--- src/rtl/cart_bus_ctrl_pkg.sv ---
// Shared types and constants for the cartridge bus controller.
package cart_bus_ctrl_pkg;

  // Bus cycle phases; the encoding is fixed so external debug taps stay stable.
  typedef enum logic [1:0] {
    ST_IDLE   = 2'd0,
    ST_SETUP  = 2'd1,
    ST_STROBE = 2'd2,
    ST_HOLD   = 2'd3
  } state_t;

  typedef enum logic {
    MD_RD = 1'b0,
    MD_WR = 1'b1
  } mode_t;

  // External RAM window that asserts /CS.
  localparam logic [15:0] CS_LO = 16'hA000;
  localparam logic [15:0] CS_HI = 16'hDFFF;

  // Default phase lengths in clk_8m cycles.
  localparam int DEF_SETUP_CYC  = 2;
  localparam int DEF_STROBE_CYC = 4;
  localparam int DEF_HOLD_CYC   = 1;

  // Phase counter width; every phase length must lie in 1..8.
  localparam int CNT_W = 3;
  typedef logic [CNT_W-1:0] cnt_t;

  function automatic logic cs_hit(input logic [15:0] a);
    return (a >= CS_LO) && (a <= CS_HI);
  endfunction

endpackage

--- src/rtl/cart_bus_ctrl_if.sv ---
// ROM request port plus cartridge pin bundle.
// master = requester and cart environment, slave = the bus controller.
interface cart_bus_ctrl_if;
  logic [15:0] rom_addr;
  logic        rom_rd;
  logic        rom_wr;
  logic [7:0]  rom_wdata;
  logic [7:0]  rom_data;
  logic        rom_bsy;
  logic [15:0] cart_a;
  logic [7:0]  cart_d_in;
  logic [7:0]  cart_d_out;
  logic        cart_d_oe;
  logic        cart_rd_n;
  logic        cart_wr_n;
  logic        cart_cs_n;

  modport master (
    output rom_addr, rom_rd, rom_wr, rom_wdata, cart_d_in,
    input  rom_data, rom_bsy, cart_a, cart_d_out, cart_d_oe,
           cart_rd_n, cart_wr_n, cart_cs_n
  );

  modport slave (
    input  rom_addr, rom_rd, rom_wr, rom_wdata, cart_d_in,
    output rom_data, rom_bsy, cart_a, cart_d_out, cart_d_oe,
           cart_rd_n, cart_wr_n, cart_cs_n
  );
endinterface

--- src/rtl/cart_bus_ctrl.sv ---
// Cartridge bus controller: turns single-cycle rd/wr requests into timed
// setup/strobe/hold cart bus cycles. Every output is a flop.
module cart_bus_ctrl
  import cart_bus_ctrl_pkg::*;
#(
  parameter int SETUP_CYC  = DEF_SETUP_CYC,
  parameter int STROBE_CYC = DEF_STROBE_CYC,
  parameter int HOLD_CYC   = DEF_HOLD_CYC
) (
  input logic             clk_8m,
  input logic             rst,
  cart_bus_ctrl_if.slave  bus
);

  localparam cnt_t CNT_ONE = cnt_t'(1);

  state_t      r_state,      w_nxt_state;
  cnt_t        r_cnt,        w_nxt_cnt;
  mode_t       r_mode,       w_nxt_mode;
  logic [7:0]  r_rom_data,   w_nxt_rom_data;
  logic        r_rom_bsy,    w_nxt_rom_bsy;
  logic [15:0] r_cart_a,     w_nxt_cart_a;
  logic [7:0]  r_cart_d_out, w_nxt_cart_d_out;
  logic        r_cart_d_oe,  w_nxt_cart_d_oe;
  logic        r_cart_rd_n,  w_nxt_cart_rd_n;
  logic        r_cart_wr_n,  w_nxt_cart_wr_n;
  logic        r_cart_cs_n,  w_nxt_cart_cs_n;

  // Next-state and next-output decode; requests are only seen in IDLE.
  always_comb begin
    w_nxt_state      = r_state;
    w_nxt_cnt        = r_cnt;
    w_nxt_mode       = r_mode;
    w_nxt_rom_data   = r_rom_data;
    w_nxt_rom_bsy    = r_rom_bsy;
    w_nxt_cart_a     = r_cart_a;
    w_nxt_cart_d_out = r_cart_d_out;
    w_nxt_cart_d_oe  = r_cart_d_oe;
    w_nxt_cart_rd_n  = r_cart_rd_n;
    w_nxt_cart_wr_n  = r_cart_wr_n;
    w_nxt_cart_cs_n  = r_cart_cs_n;
    case (r_state)
      ST_IDLE: begin
        if (bus.rom_rd || bus.rom_wr) begin
          w_nxt_state     = ST_SETUP;
          w_nxt_cnt       = cnt_t'(SETUP_CYC - 1);
          w_nxt_rom_bsy   = 1'b1;
          w_nxt_cart_a    = bus.rom_addr;
          w_nxt_cart_cs_n = !cs_hit(bus.rom_addr);
          // Read has priority; a simultaneous write is dropped.
          if (bus.rom_rd) begin
            w_nxt_mode = MD_RD;
          end else begin
            w_nxt_mode       = MD_WR;
            w_nxt_cart_d_out = bus.rom_wdata;
            w_nxt_cart_d_oe  = 1'b1;
          end
        end
      end
      ST_SETUP: begin
        if (r_cnt == '0) begin
          w_nxt_state = ST_STROBE;
          w_nxt_cnt   = cnt_t'(STROBE_CYC - 1);
          if (r_mode == MD_RD) w_nxt_cart_rd_n = 1'b0;
          else                 w_nxt_cart_wr_n = 1'b0;
        end else begin
          w_nxt_cnt = r_cnt - CNT_ONE;
        end
      end
      ST_STROBE: begin
        if (r_cnt == '0) begin
          w_nxt_state     = ST_HOLD;
          w_nxt_cnt       = cnt_t'(HOLD_CYC - 1);
          w_nxt_cart_rd_n = 1'b1;
          w_nxt_cart_wr_n = 1'b1;
          // Cart data has been settling for the whole strobe, so the
          // asynchronous bus is captured directly on the release edge.
          if (r_mode == MD_RD) w_nxt_rom_data = bus.cart_d_in;
        end else begin
          w_nxt_cnt = r_cnt - CNT_ONE;
        end
      end
      ST_HOLD: begin
        if (r_cnt == '0) begin
          w_nxt_state     = ST_IDLE;
          w_nxt_rom_bsy   = 1'b0;
          w_nxt_cart_d_oe = 1'b0;
          w_nxt_cart_cs_n = 1'b1;
        end else begin
          w_nxt_cnt = r_cnt - CNT_ONE;
        end
      end
      default: w_nxt_state = ST_IDLE;
    endcase
  end

  // State and output registers; reset aborts any in-flight access.
  always_ff @(posedge clk_8m) begin
    if (rst) begin
      r_state      <= ST_IDLE;
      r_cnt        <= '0;
      r_mode       <= MD_RD;
      r_rom_data   <= 8'hFF;
      r_rom_bsy    <= 1'b0;
      r_cart_a     <= 16'h0000;
      r_cart_d_out <= 8'h00;
      r_cart_d_oe  <= 1'b0;
      r_cart_rd_n  <= 1'b1;
      r_cart_wr_n  <= 1'b1;
      r_cart_cs_n  <= 1'b1;
    end else begin
      r_state      <= w_nxt_state;
      r_cnt        <= w_nxt_cnt;
      r_mode       <= w_nxt_mode;
      r_rom_data   <= w_nxt_rom_data;
      r_rom_bsy    <= w_nxt_rom_bsy;
      r_cart_a     <= w_nxt_cart_a;
      r_cart_d_out <= w_nxt_cart_d_out;
      r_cart_d_oe  <= w_nxt_cart_d_oe;
      r_cart_rd_n  <= w_nxt_cart_rd_n;
      r_cart_wr_n  <= w_nxt_cart_wr_n;
      r_cart_cs_n  <= w_nxt_cart_cs_n;
    end
  end

  assign bus.rom_data   = r_rom_data;
  assign bus.rom_bsy    = r_rom_bsy;
  assign bus.cart_a     = r_cart_a;
  assign bus.cart_d_out = r_cart_d_out;
  assign bus.cart_d_oe  = r_cart_d_oe;
  assign bus.cart_rd_n  = r_cart_rd_n;
  assign bus.cart_wr_n  = r_cart_wr_n;
  assign bus.cart_cs_n  = r_cart_cs_n;

endmodule

--- src/flat_wrapper.sv ---
// flat-port wrapper written by rule: the top's interface ports become plain ports
module cart_bus_ctrl_flat import cart_bus_ctrl_pkg::*;
#(
  parameter int SETUP_CYC  = DEF_SETUP_CYC,
  parameter int STROBE_CYC = DEF_STROBE_CYC,
  parameter int HOLD_CYC   = DEF_HOLD_CYC
)
  (clk_8m, rst, bus_rom_addr, bus_rom_rd, bus_rom_wr, bus_rom_wdata, bus_cart_d_in, bus_rom_data, bus_rom_bsy, bus_cart_a, bus_cart_d_out, bus_cart_d_oe, bus_cart_rd_n, bus_cart_wr_n, bus_cart_cs_n);
  cart_bus_ctrl_if bus_i ();
  input logic clk_8m;
  input logic rst;
  input wire logic [$bits(bus_i.rom_addr)-1:0] bus_rom_addr;
  input wire logic [$bits(bus_i.rom_rd)-1:0] bus_rom_rd;
  input wire logic [$bits(bus_i.rom_wr)-1:0] bus_rom_wr;
  input wire logic [$bits(bus_i.rom_wdata)-1:0] bus_rom_wdata;
  input wire logic [$bits(bus_i.cart_d_in)-1:0] bus_cart_d_in;
  output wire logic [$bits(bus_i.rom_data)-1:0] bus_rom_data;
  output wire logic [$bits(bus_i.rom_bsy)-1:0] bus_rom_bsy;
  output wire logic [$bits(bus_i.cart_a)-1:0] bus_cart_a;
  output wire logic [$bits(bus_i.cart_d_out)-1:0] bus_cart_d_out;
  output wire logic [$bits(bus_i.cart_d_oe)-1:0] bus_cart_d_oe;
  output wire logic [$bits(bus_i.cart_rd_n)-1:0] bus_cart_rd_n;
  output wire logic [$bits(bus_i.cart_wr_n)-1:0] bus_cart_wr_n;
  output wire logic [$bits(bus_i.cart_cs_n)-1:0] bus_cart_cs_n;
  assign bus_i.rom_addr = bus_rom_addr;
  assign bus_i.rom_rd = bus_rom_rd;
  assign bus_i.rom_wr = bus_rom_wr;
  assign bus_i.rom_wdata = bus_rom_wdata;
  assign bus_i.cart_d_in = bus_cart_d_in;
  assign bus_rom_data = bus_i.rom_data;
  assign bus_rom_bsy = bus_i.rom_bsy;
  assign bus_cart_a = bus_i.cart_a;
  assign bus_cart_d_out = bus_i.cart_d_out;
  assign bus_cart_d_oe = bus_i.cart_d_oe;
  assign bus_cart_rd_n = bus_i.cart_rd_n;
  assign bus_cart_wr_n = bus_i.cart_wr_n;
  assign bus_cart_cs_n = bus_i.cart_cs_n;
  cart_bus_ctrl #(.SETUP_CYC(SETUP_CYC), .STROBE_CYC(STROBE_CYC), .HOLD_CYC(HOLD_CYC)) u_core (.clk_8m(clk_8m), .rst(rst), .bus(bus_i));
endmodule
--- config.mk ---
export PLATFORM = sky130hd
export DESIGN_NAME = cart_bus_ctrl_flat
export DESIGN_NICKNAME = d
export VERILOG_FILES = /design/src/rtl/cart_bus_ctrl_pkg.sv /design/src/rtl/cart_bus_ctrl_if.sv /design/src/rtl/cart_bus_ctrl.sv /design/src/flat_wrapper.sv
export SDC_FILE = /design/constraint.sdc
export NUM_CORES = 1
export LEC_CHECK = 0
export CORE_MARGIN = 2
export CORE_UTILIZATION = 38
export CTS_BUF_LIST = sky130_fd_sc_hd__clkbuf_4 sky130_fd_sc_hd__clkbuf_8 sky130_fd_sc_hd__clkbuf_16
export CTS_CLUSTER_SIZE = 20
export DETAILED_ROUTE_END_ITERATION = 6
export GPL_TIMING_DRIVEN = 0
export MAX_ROUTING_LAYER = met4
export PLACE_DENSITY = 0.75
export SYNTH_ARGS = -nofsm -noshare
export SYNTH_HDL_FRONTEND = slang
export SYNTH_SLANG_ARGS = --single-unit
--- constraint.sdc ---
create_clock -name clk_8m -period 1.9 [get_ports clk_8m]
set_input_delay 0.38 -clock clk_8m [delete_from_list [all_inputs] [get_ports clk_8m]]
set_output_delay 0.38 -clock clk_8m [all_outputs]
set_load 0.01 [all_outputs]
# Word-level counts from Yosys, hierarchy flattened
# Index checks and enable logic that the tools add are counted.
# op_classes
n_addsub,1
reduce_logical,16
order_cmp,2
muxes,26
n_eq_ne,11
bitwise,2
# ops
operator,count
16-bit greater-or-equal comparator (second input constant),1
16-bit less-or-equal comparator (second input constant),1
4-bit AND reduction,4
3-bit 2-to-1 mux,4
3-bit case mux with 4 select lines,1
1-bit 2-to-1 mux,11
2-bit by 1-bit != test with 1-bit output (second input constant),5
1-bit case mux with 2 select lines,5
3-bit AND reduction,3
2-bit 2-to-1 mux,4
2-bit case mux with 4 select lines,1
2-bit != test (second input constant),3
2-bit equality test (second input constant),2
2-bit AND reduction,2
2-bit nonzero test,2
3-bit zero test,1
3-bit by 1-bit subtractor with 3-bit output (second input constant),1
2-bit by 1-bit equality test with 1-bit output (second input constant),1
2-bit zero test,1
1-bit inverter,2
1-bit logical AND,1
1-bit zero test,1
1-bit logical OR,1
# word_totals
wordCells,69
output_inout_bits,37
inputBits,36
regBits,43

# Depth between registers and ports, before layout
# Gate-level depths: netlist of the first run.
# depth
word_depth,5
ltp_mapped,7
mapped_depth_nobuf,6

# Least setup slack after synthesis of the first run
# OpenSTA, ideal clock, no wires.
# synth_path
kind,flip-flop to flip-flop
start,reg u_core.r_state[0]
end,reg u_core.r_cart_d_oe (netlist: u_core.bus.cart_d_oe)
arrival_time_ns,1.609
required_ns,1.779
path_slack_ns,0.170
path_buffers,1
setup_ns,0.121
synth_period_minus_slack_ns,1.730
stages_incl_launch_ff,8
cell_sequence,dfxtp_1 inv_1 ha_1 buf_6 nor3b_4 a211o_1 a21o_1 mux2_4
# synth_between
elab_chain_cells,3
word_cells_on_any_way,8
cone_classes,eq/ne: 4; mux: 1; reduce/logical: 3
# synth_rtl
element,line,rtl
from (decl),cart_bus_ctrl.sv:17,"state_t r_state, w_nxt_state;"
from (signal assigned),cart_bus_ctrl.sv:112,r_state <= w_nxt_state;
2-bit equality test / 2-bit zero test (equally long branches),cart_bus_ctrl.sv:42,case (r_state)
"2-bit by 1-bit != test with 1-bit output (no source line), or another cell as far along",-,
4-bit AND reduction (no source line),-,
to (signal assigned),cart_bus_ctrl.sv:119,r_cart_d_oe <= w_nxt_cart_d_oe;
to (decl),cart_bus_ctrl.sv:24,"logic r_cart_d_oe, w_nxt_cart_d_oe;"
# Several ways; a longest one is shown, not always the timed one.
# A chain may end at the register's enable or synchronous reset.

# Final worst setup path of the first run
# Same ends and word-level chain as after synthesis.

==> results of run 1 <==
worst paths after layout:
path / to / slack (ns)
max: u_core.bus.cart_d_oe / 0.07
min: u_core.bus.cart_a[4] / 0.46
max reg2reg: u_core.bus.cart_d_oe / 0.07
min reg2reg: u_core.bus.cart_a[4] / 0.46
through the flow:
step	instance area [um2]	hold slack (ns)
2_1_floorplan	1810	0.458
3_3_place_gp	2590	0.442
3_5_place_dp	2590	0.445
4_1_cts	2680	0.457
5_1_grt	2680	0.484
6_report	2680	0.458
flip-flops by register name, summed over array words and instances (netlist names):
name	cells
u_core.bus.cart_wr_n	1
u_core.bus.cart_rd_n	1
u_core.bus.cart_d_oe	1
u_core.r_cnt	3
u_core.r_state	2
u_core.bus.rom_bsy	1
u_core.r_mode	1
u_core.bus.cart_d_out	8
u_core.bus.cart_a	16
u_core.bus.rom_data	8
u_core.bus.cart_cs_n	1
metal layers:
metal	global-route usage, %	wire, um
met5	-	0
met4	6.38	61
met2	29.8	1940
met1	19.1	1870
met3	5.25	313
Yosys cell counts, drive strengths merged (3+ instances only):
| library cell | number | area share (%) |
|---|---|---|
| a21oi | 24 | 6.6 |
| buf | 5 | 1.7 |
| clkbuf | 7 | 1.5 |
| dfxtp | 43 | 48 |
| ha | 6 | 4.1 |
| inv | 6 | 1.2 |
| mux2i | 9 | 5.0 |
| nand2 | 53 | 11 |
| nand3 | 3 | 0.83 |
| nand3b | 10 | 4.1 |
| nor2 | 18 | 3.7 |
| nor2b | 3 | 1.0 |
| nor3 | 3 | 0.83 |
| o21ai | 3 | 1.0 |
area by class of cell:
type	instances	area [um2]
Timing Repair Buffer	71	711
Buffer	12	57.6
Multi-Input combinational cell	152	871
Clock inverter	2	12.5
Sequential cell	43	863
Clock buffer	6	76.3
Tap cell	54	67.6
Inverter	6	22.5
Fill cell	430	1980
power by group:
part           internal [W]  switching, W
Clock              0.000271      0.000312
Sequential          0.00112      0.000114
Combinational      0.000715      0.000715
Total               0.00210       0.00114
worst max-delay path: cells and delay by family, from the launching register on:
kind,cells,cell delay [ns]
AO/OA/AOI/OAI,2,0.50
flip-flops,1,0.35
multiplexers,1,0.29
buffers and inverters,2,0.21
adder cells (fa/ha/maj),1,0.21
AND/OR/NAND/NOR,1,0.16
logic make-up after synthesis:
logic type	Yosys count	synth area share, %
buffers and inverters	18	4.35
xor gates and xnor gates	1	0.484
muxes	10	5.81
AOI/OAI and AO/OA	39	13.0
adders and majority gates	6	4.15
DFF	43	47.5
and+or+nand+nor	96	24.7
==> run_results.csv, run 1 <==
group,metric,value,unit
finish,drive_gt1_share,6.85,%
sta,finClkSkew,0.00588,ns
drt,ant_nets,0,
setup_path,reg2reg_depth,7,
sta,period_share,96.1,%
global_routing,grt-ovfl-total,0,
logic_synthesis,seq_area_frac_synth,47.5,%
logic_synthesis,synth_seq_cells,43,
logic_synthesis,syn_avg_cell_area,8.50,um2
drt,vias,1681,
global_routing,grt_pass1_vias,1719,
clocking,clockBufferDepth,2,
global_routing,antenna_found_initial,0,
clocking,clk_pin_slew,0.08,ns
finish,layout_commonest_cell,"clkdlybuf4s50_1",
floorplan,num_rows,25,
sta,min_period,1.83,ns
clocking,root_buffer,"clkbuf_8",
setup_path,r2r-start,"u_core.r_state[0]",
clocking,clk_latency,0.30,ns
finish,final_cells,346,
finish,num_antenna_cells,0,
finish,fin_nets,333,
clocking,post-cts-setup-buffers,0,
setup_path,worstPathRequired,2.09,ns
min_path,hold_class,"flop to flop",
placement,place_hpwl,3080,um
floorplan,ios,73,
floorplan,die_width,73.0,um
logic_synthesis,ys.warnings.count,0,
pwr,max-vdd-ir-drop,0.663,mV
setup_path,cp_slowest_cell,"dfxtp_2",
min_path,hold_depth,2,
outcome,status,"finished clean",
sta,timing.fmax,0.548,GHz
setup_path,arrival,2.01,ns
logic_synthesis,synth_edf_count,0,
logic_synthesis,synth_cells,213,
sta,setup_ws,0.0741,ns
clocking,htree_levels,2,
min_path,hold_start,"u_core.bus.cart_a[4]",
floorplan,die_h,73.0,um
finish,area_growth_syn_to_layout,48.1,%
sta,slew_viol_final,0,
sta,final.setup.tns,0,ns
logic_synthesis,synthDistinctLibCells,32,
global_routing,track_usage,17.5,%
clocking,cts_buffers,5,
placement,portBuffers,71,
finish,mostFrequentLayoutCells,"clkdlybuf4s50_1 (71), nand2_1 (53), dfxtp_1 (41)",
setup_path,crit_chain,"inv_1 > ha_1 > buf_6 > nor3b_4 > a211o_1 > a21o_1 > mux2_4",
global_routing,grt_pass1_wl,7130,um
sta,max_slew_margin,66.2,%
sta,setup_viol,0,
setup_path,startpoint,"u_core.r_state[0]",
logic_synthesis,synth.cell_area,1810,um2
logic_synthesis,synthFlopType,"dfxtp_1",
setup_path,cp-start-kind,"flop",
setup_path,worstSetupPathType,"flop to flop",
pwr,p_per_area,1210,nW/um2
logic_synthesis,syn_nets,255,
drt,viasPerCell,4.86,
drt,drt_iter0_drc,76,
pwr,leakage,1.12,nW
placement,pre_cts_ws,-0.217,ns
clocking,holdBufCountCts,0,
finish,final_util,57.5,%
setup_path,crit_fanout,9,
clocking,cts_sinks,43,
floorplan,die_area,5330,um2
drt,dr.pass1.iters,4,
floorplan,fp.coreArea,4660,um2
sta,rsz0062_at_grt,"false",
run,maxCapViolations,0,
setup_path,end_kind,"flop",
drt,drc_errors,0,
placement,place_inst,338,
logic_synthesis,synthArstFlopShare,0,%
floorplan,start_util,38.8,%
drt,wl,4190,um
placement,gp_congestion,0.840,
clocking,cts_tree,"built",
sta,hold_viol_final,0,
pwr,p_total,0.00324,W
global_routing,grt_start_max_net_pins,14,
clocking,cts_resized,0,
sta,worstMarginPinSlew,0.504,ns
setup_path,slowest_delay,0.35,ns
drt,wl_per_cell,12.1,um
No activity file was read; power rests on OpenSTA's default activity.
==> run 2: changes to the inputs <==
--- a/config.mk
+++ b/config.mk
@@ -5,14 +5,16 @@
 export SDC_FILE = /design/constraint.sdc
 export NUM_CORES = 1
 export LEC_CHECK = 0
+export CELL_PAD_IN_SITES_DETAIL_PLACEMENT = 1
+export CELL_PAD_IN_SITES_GLOBAL_PLACEMENT = 1
 export CORE_MARGIN = 2
-export CORE_UTILIZATION = 38
+export CORE_UTILIZATION = 27
 export CTS_BUF_LIST = sky130_fd_sc_hd__clkbuf_4 sky130_fd_sc_hd__clkbuf_8 sky130_fd_sc_hd__clkbuf_16
 export CTS_CLUSTER_SIZE = 20
 export DETAILED_ROUTE_END_ITERATION = 6
 export GPL_TIMING_DRIVEN = 0
 export MAX_ROUTING_LAYER = met4
-export PLACE_DENSITY = 0.75
+export PLACE_DENSITY_LB_ADDON = 0.1
 export SYNTH_ARGS = -nofsm -noshare
 export SYNTH_HDL_FRONTEND = slang
 export SYNTH_SLANG_ARGS = --single-unit
==> run_results.csv, run 2 (same netlist as run 1, synthesis figures left out) <==
group,metric,value,unit
outcome,status,"complete, but fails checks",
outcome,violations,"design-rule violations",
setup_path,worst-path-buf-inv,2,
setup_path,slowest_delay,0.35,ns
setup_path,crit_chain,"inv_1 > ha_2 > buf_6 > nor3b_4 > a211o_1 > a21o_1 > mux2_4",
drt,drc_errors,1,
floorplan,die_h,85.9,um
run,maxCapViolations,0,
pwr,p_switching,0.00120,W
sta,rsz0062_at_grt,"false",
pwr,comb_power_share,43.0,%
drt,viasPerCell,4.59,
finish,mostFrequentLayoutCells,"clkdlybuf4s50_1 (71), nand2_1 (53), dfxtp_1 (41)",
sta,period_share,93.7,%
sta,hold_viol_final,0,
sta,min_period,1.78,ns
finish,largest_reg_flops,16,
placement,gp_congestion,0.738,
sta,max_slew_margin,65.2,%
finish,layout_commonest_cell,"clkdlybuf4s50_1",
finish,seqCellArea,863,um2
sta,final.setup.tns,0,ns
setup_path,arrival,1.97,ns
drt,drt_iter0_drc,46,
sta,slew_viol_final,0,
pwr,max-vdd-ir-drop,0.457,mV
global_routing,antenna_found_initial,0,
pwr,leakage,1.13,nW
setup_path,path_delay_family,"compound AO/OA/AOI/OAI gates",
pwr,power_frac_clock,21.1,%
setup_path,worstPathRequired,2.09,ns
clocking,root_buffer,"clkbuf_8",
clocking,clk_pin_slew,0.09,ns
clocking,cts_buffers,5,
global_routing,track_usage,14.5,%
setup_path,cp-start-kind,"flop",
floorplan,ios,73,
global_routing,grt_start_max_net_pins,15,
clocking,cts_sinks,43,
floorplan,die_width,85.9,um
finish,final_cells,368,
placement,portBuffers,71,
finish,area_growth_syn_to_layout,51.3,%
global_routing,grt_pass1_vias,1771,
sta,fin_hold_ws,0.459,ns
global_routing,grt-ovfl-total,0,
drt,vias,1688,
clocking,clk_latency,0.29,ns
min_path,hold_class,"flop to flop",
clocking,clockBufferDepth,2,
global_routing,grt_pass1_wl,8200,um
floorplan,start_util,28.2,%
finish,num_antenna_cells,0,
sta,timing.fmax,0.561,GHz
sta,worstMarginPinSlew,0.522,ns
clocking,htree_levels,2,
floorplan,num_rows,29,
setup_path,crit_fanout,9,
clocking,holdBufCountCts,0,
sta,setup_ws,0.119,ns
finish,final_util,42.6,%
setup_path,end_kind,"flop",
drt,dr.pass1.iters,6,
pwr,seqPwrFrac,36.0,%
placement,place_hpwl,3710,um
pwr,sw_frac_of_total,34.9,%
setup_path,worstSetupPathType,"flop to flop",
pwr,intPower,0.00223,W
setup_path,cp_slowest_cell,"dfxtp_2",
clocking,cts_tree,"built",
drt,ant_nets,0,
finish,multi_input_area,880,um2
finish,fill_cells,756,
drt,wl,4960,um
sta,finClkSkew,0.00538,ns
finish,fin_nets,332,
sta,setup_viol,0,
placement,pre_cts_ws,-0.220,ns
drt,wl_per_cell,13.5,um
floorplan,die_area,7380,um2
floorplan,fp.coreArea,6420,um2
placement,place_inst,361,
finish,drive_gt1_share,7.22,%
pwr,p_per_area,1250,nW/um2
run 2: layer usage:
metal / vias up / global-route usage (%) / wire length (um)
met1: 790 / 17.4 / 2300
li1: 861 / - / -
met3: 5 / 4.81 / 257
met2: 32 / 23.5 / 2350
met5: - / - / 0
met4: 0 / 3.90 / 54
run 2: timing repair:
item                       in CTS  in global routing
hold endpoints to repair        0                  0
resized for setup               1                  5
setup endpoints to repair       1                 17
pin swaps                       0                  1
setup buffers                   0                  0
run 2: path summary, 6_finish.rpt:
check / startpoint / end / slack (ns) / depth (start not counted)
max: u_core.r_state[0] / u_core.bus.cart_d_oe / 0.12 / 7
min: u_core.bus.cart_a[8] / u_core.bus.cart_a[8] / 0.46 / 2
max reg2reg: u_core.r_state[0] / u_core.bus.cart_d_oe / 0.12 / 7
min reg2reg: u_core.bus.cart_a[8] / u_core.bus.cart_a[8] / 0.46 / 2
run 2: final cells by class:
cell class                 count  share of cell area (%)
clock inverter                 3                    1.60
sequential                    43                    31.5
multi-input combinational    152                    32.1
inverter                       6                   0.822
buffer                        11                    1.96
tap                           77                    3.52
timing repair buffer          71                    25.9
clock buffer                   5                    2.51
run 2: stage by stage:
step,instance area [um2],power (W)
after CTS,2730,0.00348
final,2740,0.00343
after global routing,2740,0.00371
after detailed placement,2620,0.00273
after floorplan,1810,0.00208
after global placement,2620,0.00271
run 2: power by group through the flow:
stage	Clock, W	Sequential (W)	Combinational, W
3_3_place_gp	0	0.00125	0.00146
3_5_place_dp	0	0.00125	0.00147
2_1_floorplan	0	0.00132	0.000760
5_1_grt	0.000783	0.00126	0.00166
4_1_cts	0.000753	0.00124	0.00149
6_report	0.000723	0.00123	0.00147
run 2: tightest hold or removal path, stage by stage (launching register included):
cell and delay (ns):
dfxtp_1 0.32, nand2_1 0.05, a21oi_1 0.05
==> run 3: changes to the inputs <==
--- a/config.mk
+++ b/config.mk
@@ -12,9 +12,11 @@
 export CTS_BUF_LIST = sky130_fd_sc_hd__clkbuf_4 sky130_fd_sc_hd__clkbuf_8 sky130_fd_sc_hd__clkbuf_16
 export CTS_CLUSTER_SIZE = 20
 export DETAILED_ROUTE_END_ITERATION = 6
-export GPL_TIMING_DRIVEN = 0
+export GPL_ROUTABILITY_DRIVEN = 0
+export GPL_TIMING_DRIVEN = 1
 export MAX_ROUTING_LAYER = met4
 export PLACE_DENSITY_LB_ADDON = 0.1
 export SYNTH_ARGS = -nofsm -noshare
 export SYNTH_HDL_FRONTEND = slang
 export SYNTH_SLANG_ARGS = --single-unit
+export TNS_END_PERCENT = 5
==> run_results.csv, run 3 (same netlist as run 1, synthesis figures left out) <==
group,metric,value,unit
outcome,status,"complete, but fails checks",
outcome,violations,"design-rule violations",
sta,slew_viol_final,0,
finish,fin_nets,338,
sta,final.setup.tns,0,ns
global_routing,track_usage,14.2,%
drt,dr.pass1.iters,6,
global_routing,grt_pass1_vias,1752,
sta,rsz0062_at_grt,"false",
drt,drc_errors,1,
floorplan,start_util,28.2,%
sta,timing.fmax,0.591,GHz
clocking,post-cts-setup-buffers,0,
clocking,clockBufferDepth,2,
sta,worstMarginPinSlew,0.481,ns
floorplan,num_rows,29,
sta,setup_viol,0,
setup_path,arrival,1.87,ns
finish,multi_input_area,871,um2
drt,viasPerCell,4.60,
setup_path,crit_chain,"inv_1 > ha_1 > nor3b_4 > a211o_1 > a21o_1 > mux2_4",
clocking,htree_levels,2,
pwr,p_per_area,1280,nW/um2
floorplan,fp.coreArea,6420,um2
floorplan,die_width,85.9,um
finish,area_growth_syn_to_layout,57.6,%
finish,fill_cells,781,
run,maxCapViolations,0,
drt,drt_iter0_drc,57,
setup_path,cp-start-kind,"flop",
finish,num_antenna_cells,0,
drt,vias,1720,
finish,seqCellArea,861,um2
pwr,leakage,1.20,nW
sta,fin_hold_ws,0.457,ns
setup_path,path_delay_family,"compound AO/OA/AOI/OAI gates",
setup_path,crit_fanout,3,
clocking,clk_latency,0.29,ns
finish,layout_commonest_cell,"clkdlybuf4s50_1",
clocking,holdBufCountCts,0,
drt,wl_per_cell,13.2,um
placement,portBuffers,72,
clocking,cts_tree,"built",
sta,max_slew_margin,67.1,%
clocking,cts_buffers,5,
finish,mostFrequentLayoutCells,"clkdlybuf4s50_1 (72), nand2_1 (53), dfxtp_1 (43)",
pwr,p_total,0.00366,W
min_path,hold_class,"flop to flop",
setup_path,worstPathRequired,2.08,ns
placement,pre_cts_ws,0.0546,ns
setup_path,cp_slowest_cell,"dfxtp_1",
sta,period_share,89.1,%
setup_path,worstSetupPathType,"flop to flop",
global_routing,grt_start_max_net_pins,33,
floorplan,ios,73,
clocking,cts_resized,0,
clocking,cts_sinks,43,
clocking,clk_pin_slew,0.08,ns
pwr,max-vdd-ir-drop,0.403,mV
global_routing,antenna_found_initial,0,
finish,largest_reg_flops,16,
sta,hold_viol_final,0,
setup_path,end_kind,"flop",
floorplan,die_area,7380,um2
placement,place_hpwl,3720,um
sta,min_period,1.69,ns
setup_path,worst-path-buf-inv,1,
global_routing,grt_pass1_wl,8140,um
drt,ant_nets,0,
drt,wl,4950,um
global_routing,grt-ovfl-total,0,
sta,finClkSkew,0.00635,ns
clocking,root_buffer,"clkbuf_8",
sta,setup_ws,0.208,ns
floorplan,die_h,85.9,um
setup_path,slowest_delay,0.37,ns
finish,drive_gt1_share,9.76,%
run 3: cell types whose count changed in the layout (fill, tap and decap cells not counted), sizes merged:
cell           change
buf               +11
clkdlybuf4s50      +1
bufinv             +1
clkinv             -2
clkbuf             -5
run 3: metal layers:
metal | vias to the layer above | part of all wire [%] | GRT usage (%)
li1 | 877 | - | -
met1 | 802 | 46 | 17.1
met2 | 36 | 47 | 22.8
met3 | 5 | 5.6 | 4.72
met4 | 0 | 1.1 | 3.90
met5 | - | 0 | -
run 3: worst paths after layout:
check | start | to | slack, ns | cells after the start
worst max-delay path | u_core.r_state[0] | u_core.bus.cart_d_oe | 0.21 | 6
worst max register to register | u_core.r_state[0] | u_core.bus.cart_d_oe | 0.21 | 6
worst min register to register | u_core.bus.cart_a[14] | u_core.bus.cart_a[14] | 0.46 | 2
worst min-delay path | u_core.bus.cart_a[14] | u_core.bus.cart_a[14] | 0.46 | 2
run 3: worst reg2reg max path, delay by kind of cell, from the launching register on:
family	cells	cell delay (ns)
compound gates	2	0.46
flops	1	0.37
mux	1	0.29
fa+ha+maj	1	0.22
simple gates	1	0.16
buf+inv	1	0.09
run 3: area by class of cell:
| type | instances | share of cell area [%] |
|---|---|---|
| Sequential cell | 43 | 30.2 |
| Timing Repair Buffer | 88 | 30.4 |
| Inverter | 6 | 0.789 |
| Clock inverter | 2 | 2.11 |
| Clock buffer | 6 | 2.68 |
| Tap cell | 77 | 3.38 |
| Multi-Input combinational cell | 152 | 30.5 |
run 3: per-stage QoR:
stage / instance area (um2) / util [%] / std cells
final: 2850 / 44.4 / 374
after global routing: 2850 / 44.4 / 374
after CTS: 2850 / 44.4 / 374
after detailed placement: 2720 / 42.3 / 366
after global placement: 2720 / 42.3 / 366
after floorplan: 1810 / - / 213
run 3: report_power, final:
part | total [W] | internal, W | switching [W] | leakage [nW]
clock network | 0.000852 | 0.000540 | 0.000312 | 0.0688
logic | 0.00157 | 0.000809 | 0.000764 | 0.782
registers | 0.00123 | 0.00111 | 0.000119 | 0.353
==> RTL edit 1, RTL diff (config.mk and constraints of run 1) <==
The package constant `CNT_W` goes from 3 to 2.
--- a/src/rtl/cart_bus_ctrl_pkg.sv
+++ b/src/rtl/cart_bus_ctrl_pkg.sv
@@ -24,7 +24,7 @@
   localparam int DEF_HOLD_CYC   = 1;
 
   // Phase counter width; every phase length must lie in 1..8.
-  localparam int CNT_W = 3;
+  localparam int CNT_W = 2;
   typedef logic [CNT_W-1:0] cnt_t;
 
   function automatic logic cs_hit(input logic [15:0] a);
Behaviour: same outputs for any inputs over 10 cycles, from zero or initial values and one cycle with rst high; that may be too few to reach the edited logic, so the function may still have changed.
==> RTL edit 1 against run 1 <==
Final area increased by 1.1%. Synthesized area increased by 0.48%. Count of clock-buffer cells in the layout unchanged. Total power grew 2.3%. Hold slack worse by 1.1 ps. Wire length shrank 9.0%. Sequential cell count decreased by 1. Cell count fell by 2.3%. Critical path type unchanged. Clock skew about the same. Setup slack improved by 200 ps.
==> RTL edit 1: results <==
group,metric,value,unit
run_status,status,"complete, no violations",
placed_design,placed_cells,331,
detailed_routing,drt_first_pass_iters,5,
timing,fin_worst_skew,5.74,ps
global_route,grtUsageTotal,16.1,%
cells_and_area,fillCellCount,429,
min_path,holdPathStages,2,
clock_tree,clock_latency,280,ps
detailed_routing,viasPerCell,4.76,
global_route,grt_max_degree,13,
power_and_ir_drop,leakage,0.00114,uW
power_and_ir_drop,ir_drop,654,uV
yosys,yosys-top-cells-area,"dfxtp_1 46%, nand2_1 11%, a21oi_1 6.9%",
yosys,synth_fp_nets,249,
min_path,min_from,"u_core.bus.cart_a[14]$_SDFFE_PP0P_",
global_route,grt_pass1_vias,1529,
timing,fmax,614,MHz
placed_design,place_congestion,0.718,
worst_setup_path,path_max_fanout,9,
timing,fin_hold_ws,457,ps
min_path,hold_end,"u_core.bus.cart_a[14]$_SDFFE_PP0P_",
worst_setup_path,r2r_slack,270,ps
yosys,synthesis.instances,206,
detailed_routing,routed_wl,3810,um
yosys,synthTopCellsByCount,"51 x nand2_1, 42 x dfxtp_1, 25 x a21oi_1",
timing,slew-limit-headroom,69.2,%
clock_tree,clock_path_buffers,2,
cells_and_area,largest_reg_flops,16,
worst_setup_path,reg2reg_depth,6,
yosys,synth_seq_area_share,46.2,%
global_route,grt_pass1_wl,6600,um
yosys,ys_types,31,
placed_design,place_ws,6.89,ps
cells_and_area,fin_cells,338,
cells_and_area,drive_gt1_share,8.10,%
worst_setup_path,arrival,1800,ps
detailed_routing,drtIter0Drc,48,
placed_design,dpl.hpwl,2830,um
## RTL edit 1: worst max-delay path, cell delays in order, from the launching register on
cell and delay, ps:
dfxtp_1 360, inv_1 90, ha_1 220, buf_6 140, nor3b_4 170, a211oi_2 230
mux2_4 310
## RTL edit 1: stage by stage
step / utilization, % / power [uW] / area (um2)
after global routing: 58.1 / 3580 / 2710
after global placement: 55.7 / 2630 / 2600
after CTS: 58.1 / 3350 / 2710
final: 58.1 / 3320 / 2710
after detailed placement: 55.7 / 2650 / 2600
after floorplan: - / 2070 / 1820
## RTL edit 1: per-layer routing
layer  up-vias  routed length, um  GRT usage [%]
li1        836                  -              -
met1       717               1780           19.5
met2        54               1680           25.4
met3         2                335           6.35
met4         0                  9           3.09
met5         -                  0              -
## RTL edit 1: cell families (layout without fill, tap and decap cells)
group | count (synthesis) | count (layout) | share of synthesized area (%)
flops | 42 | 42 | 46.2
compound gates | 43 | 43 | 14.5
fa+ha+maj | 7 | 7 | 4.81
xor+xnor | 1 | 1 | 0.482
simple gates | 83 | 83 | 21.7
mux | 11 | 11 | 6.33
buf+inv | 19 | 97 | 5.91
## RTL edit 1: power by group
part / internal, uW / switching [uW] / leakage, uW
combinational: 752 / 655 / 0.000738
clock: 420 / 278 / 0.0000573
sequential: 1090 / 119 / 0.000345
total: 2260 / 1050 / 0.00114
## RTL edit 1: area by class of cell
type | instances | share of cell area (%)
clock buffer | 6 | 3.05
multi-input combinational | 145 | 32.1
inverter | 4 | 0.554
buffer | 15 | 3.42
sequential | 42 | 31.0
tap | 54 | 2.49
clock inverter | 1 | 1.11
timing repair buffer | 71 | 26.2
==> RTL edit 2, RTL diff (flow settings as in run 1) <==
Made on the original files. Re-encode `state_t` (4 states) as Gray code, 2 bits wide.
--- a/src/rtl/cart_bus_ctrl_pkg.sv
+++ b/src/rtl/cart_bus_ctrl_pkg.sv
@@ -3,10 +3,10 @@
 
   // Bus cycle phases; the encoding is fixed so external debug taps stay stable.
   typedef enum logic [1:0] {
-    ST_IDLE   = 2'd0,
-    ST_SETUP  = 2'd1,
-    ST_STROBE = 2'd2,
-    ST_HOLD   = 2'd3
+    ST_IDLE   = 2'b00,
+    ST_SETUP  = 2'b01,
+    ST_STROBE = 2'b11,
+    ST_HOLD   = 2'b10
   } state_t;
 
   typedef enum logic {
Check against the original RTL: no difference found for any inputs over 10 cycles, from zero or initial values and one cycle with rst high; not proved beyond that.
==> RTL edit 2 against run 1 <==
Count of clock-buffer cells in the layout increased by 1. Synthesized area decreased by 0.48%. Sequential cell count is the same. Non-clock buffer count increased by 4. Final area decreased by 0.47%. Maximum frequency up 14%. Total power is 19% lower. Setup slack gained 230 ps. Synthesized cell count fell by 4.2%. Wire length is 5.9% higher. Clock skew is 2.3 ps lower. Critical endpoint is now u_core.bus.cart_a[10]$_SDFFE_PP0P_.
==> RTL edit 2: results <==
group,metric,value,unit
run_status,status,"complete, no violations",
timing,fin_worst_skew,3.55,ps
detailed_routing,drtIter0Drc,75,
worst_setup_path,arrival,1820,ps
cells_and_area,nNetsFinal,320,
global_route,grt_util_met3,5.52,%
worst_setup_path,crit_family,"buffers and inverters",
placed_design,dpl_cell_area,2580,um2
worst_setup_path,reg2reg_depth,6,
global_route,grt_pass1_vias,1607,
global_route,grt_use_met1,23.1,%
yosys,synthesis.instances,204,
cells_and_area,drive_gt1_share,9.54,%
placed_design,place_ws,4.68,ps
global_route,met2_usage,28.0,%
detailed_routing,dr_wl_met3,342,um
yosys,ys_types,39,
yosys,synth_fp_nets,242,
detailed_routing,wl_per_cell,13.1,um
cells_and_area,fillCellCount,408,
power_and_ir_drop,p_int,1780,uW
yosys,yosys-top-cells-area,"dfxtp_1 48%, a21oi_1 7.2%, mux2i_1 5.0%",
power_and_ir_drop,leakage,0.000973,uW
global_route,grtUsageTotal,18.0,%
timing,slew-limit-headroom,65.7,%
detailed_routing,routed_wl,4430,um
power_and_ir_drop,finalPower,2620,uW
worst_setup_path,slowest_stage,"clkdlybuf4s50_1",
yosys,synthTopCellsByCount,"43 x dfxtp_1, 26 x a21oi_1, 19 x nand2_1, 19 x nor2_1, 17 x o21ai_1",
power_and_ir_drop,p_clk_share,22.4,%
-- RTL edit 2: cell types whose count changed after synthesis, moves of 3 or more --
cell / run 1 / this run
o21ai_1: 0 / 17
nand2_1: 53 / 19
nand3b_1: 10 / 1
ha_1: 6 / 2
buf_2: 3 / 7
nor2b_1: 3 / 0
nand3_1: 3 / 15
clkbuf_1: 7 / 2
-- RTL edit 2: path summary, 6_finish.rpt --
kind | slack [ps] | from | to
worst max-delay path | 300 | bus_rom_rd | u_core.bus.cart_a[10]$_SDFFE_PP0P_
worst max register to register | 370 | u_core.r_cnt[0]$_SDFFE_PP0P_ | u_core.bus.rom_data[6]$_SDFFE_PP1P_
worst min-delay path | 450 | u_core.bus.cart_d_out[3]$_SDFFE_PP0P_ | u_core.bus.cart_d_out[3]$_SDFFE_PP0P_
worst min register to register | 450 | u_core.bus.cart_d_out[3]$_SDFFE_PP0P_ | u_core.bus.cart_d_out[3]$_SDFFE_PP0P_
-- RTL edit 2: cell families (layout without fill, tap and decap cells) --
group,Yosys count,in the layout,synth area share (%)
AND/OR/NAND/NOR,72,72,20.7
adder cells (fa/ha/maj),2,2,1.39
buffers and inverters,20,99,6.32
flip-flops,43,43,47.8
AO/OA/AOI/OAI,57,57,18.3
multiplexers,9,9,5.00
XOR/XNOR,1,1,0.486
-- RTL edit 2: tightest hold or removal path: stages, from the launching register on --
cell	delay, ps
dfxtp_1	310
nand2_1	50
a21oi_1	50
-- RTL edit 2: layout make-up --
cell class | count | area [um2] | area share, %
clock inverter | 1 | 5.00 | 0.188
buffer | 16 | 98.8 | 3.70
sequential | 43 | 861 | 32.3
multi-input combinational | 141 | 827 | 31.0
timing repair buffer | 71 | 711 | 26.6
clock buffer | 7 | 83.8 | 3.14
tap | 54 | 67.6 | 2.53
inverter | 4 | 15.0 | 0.563
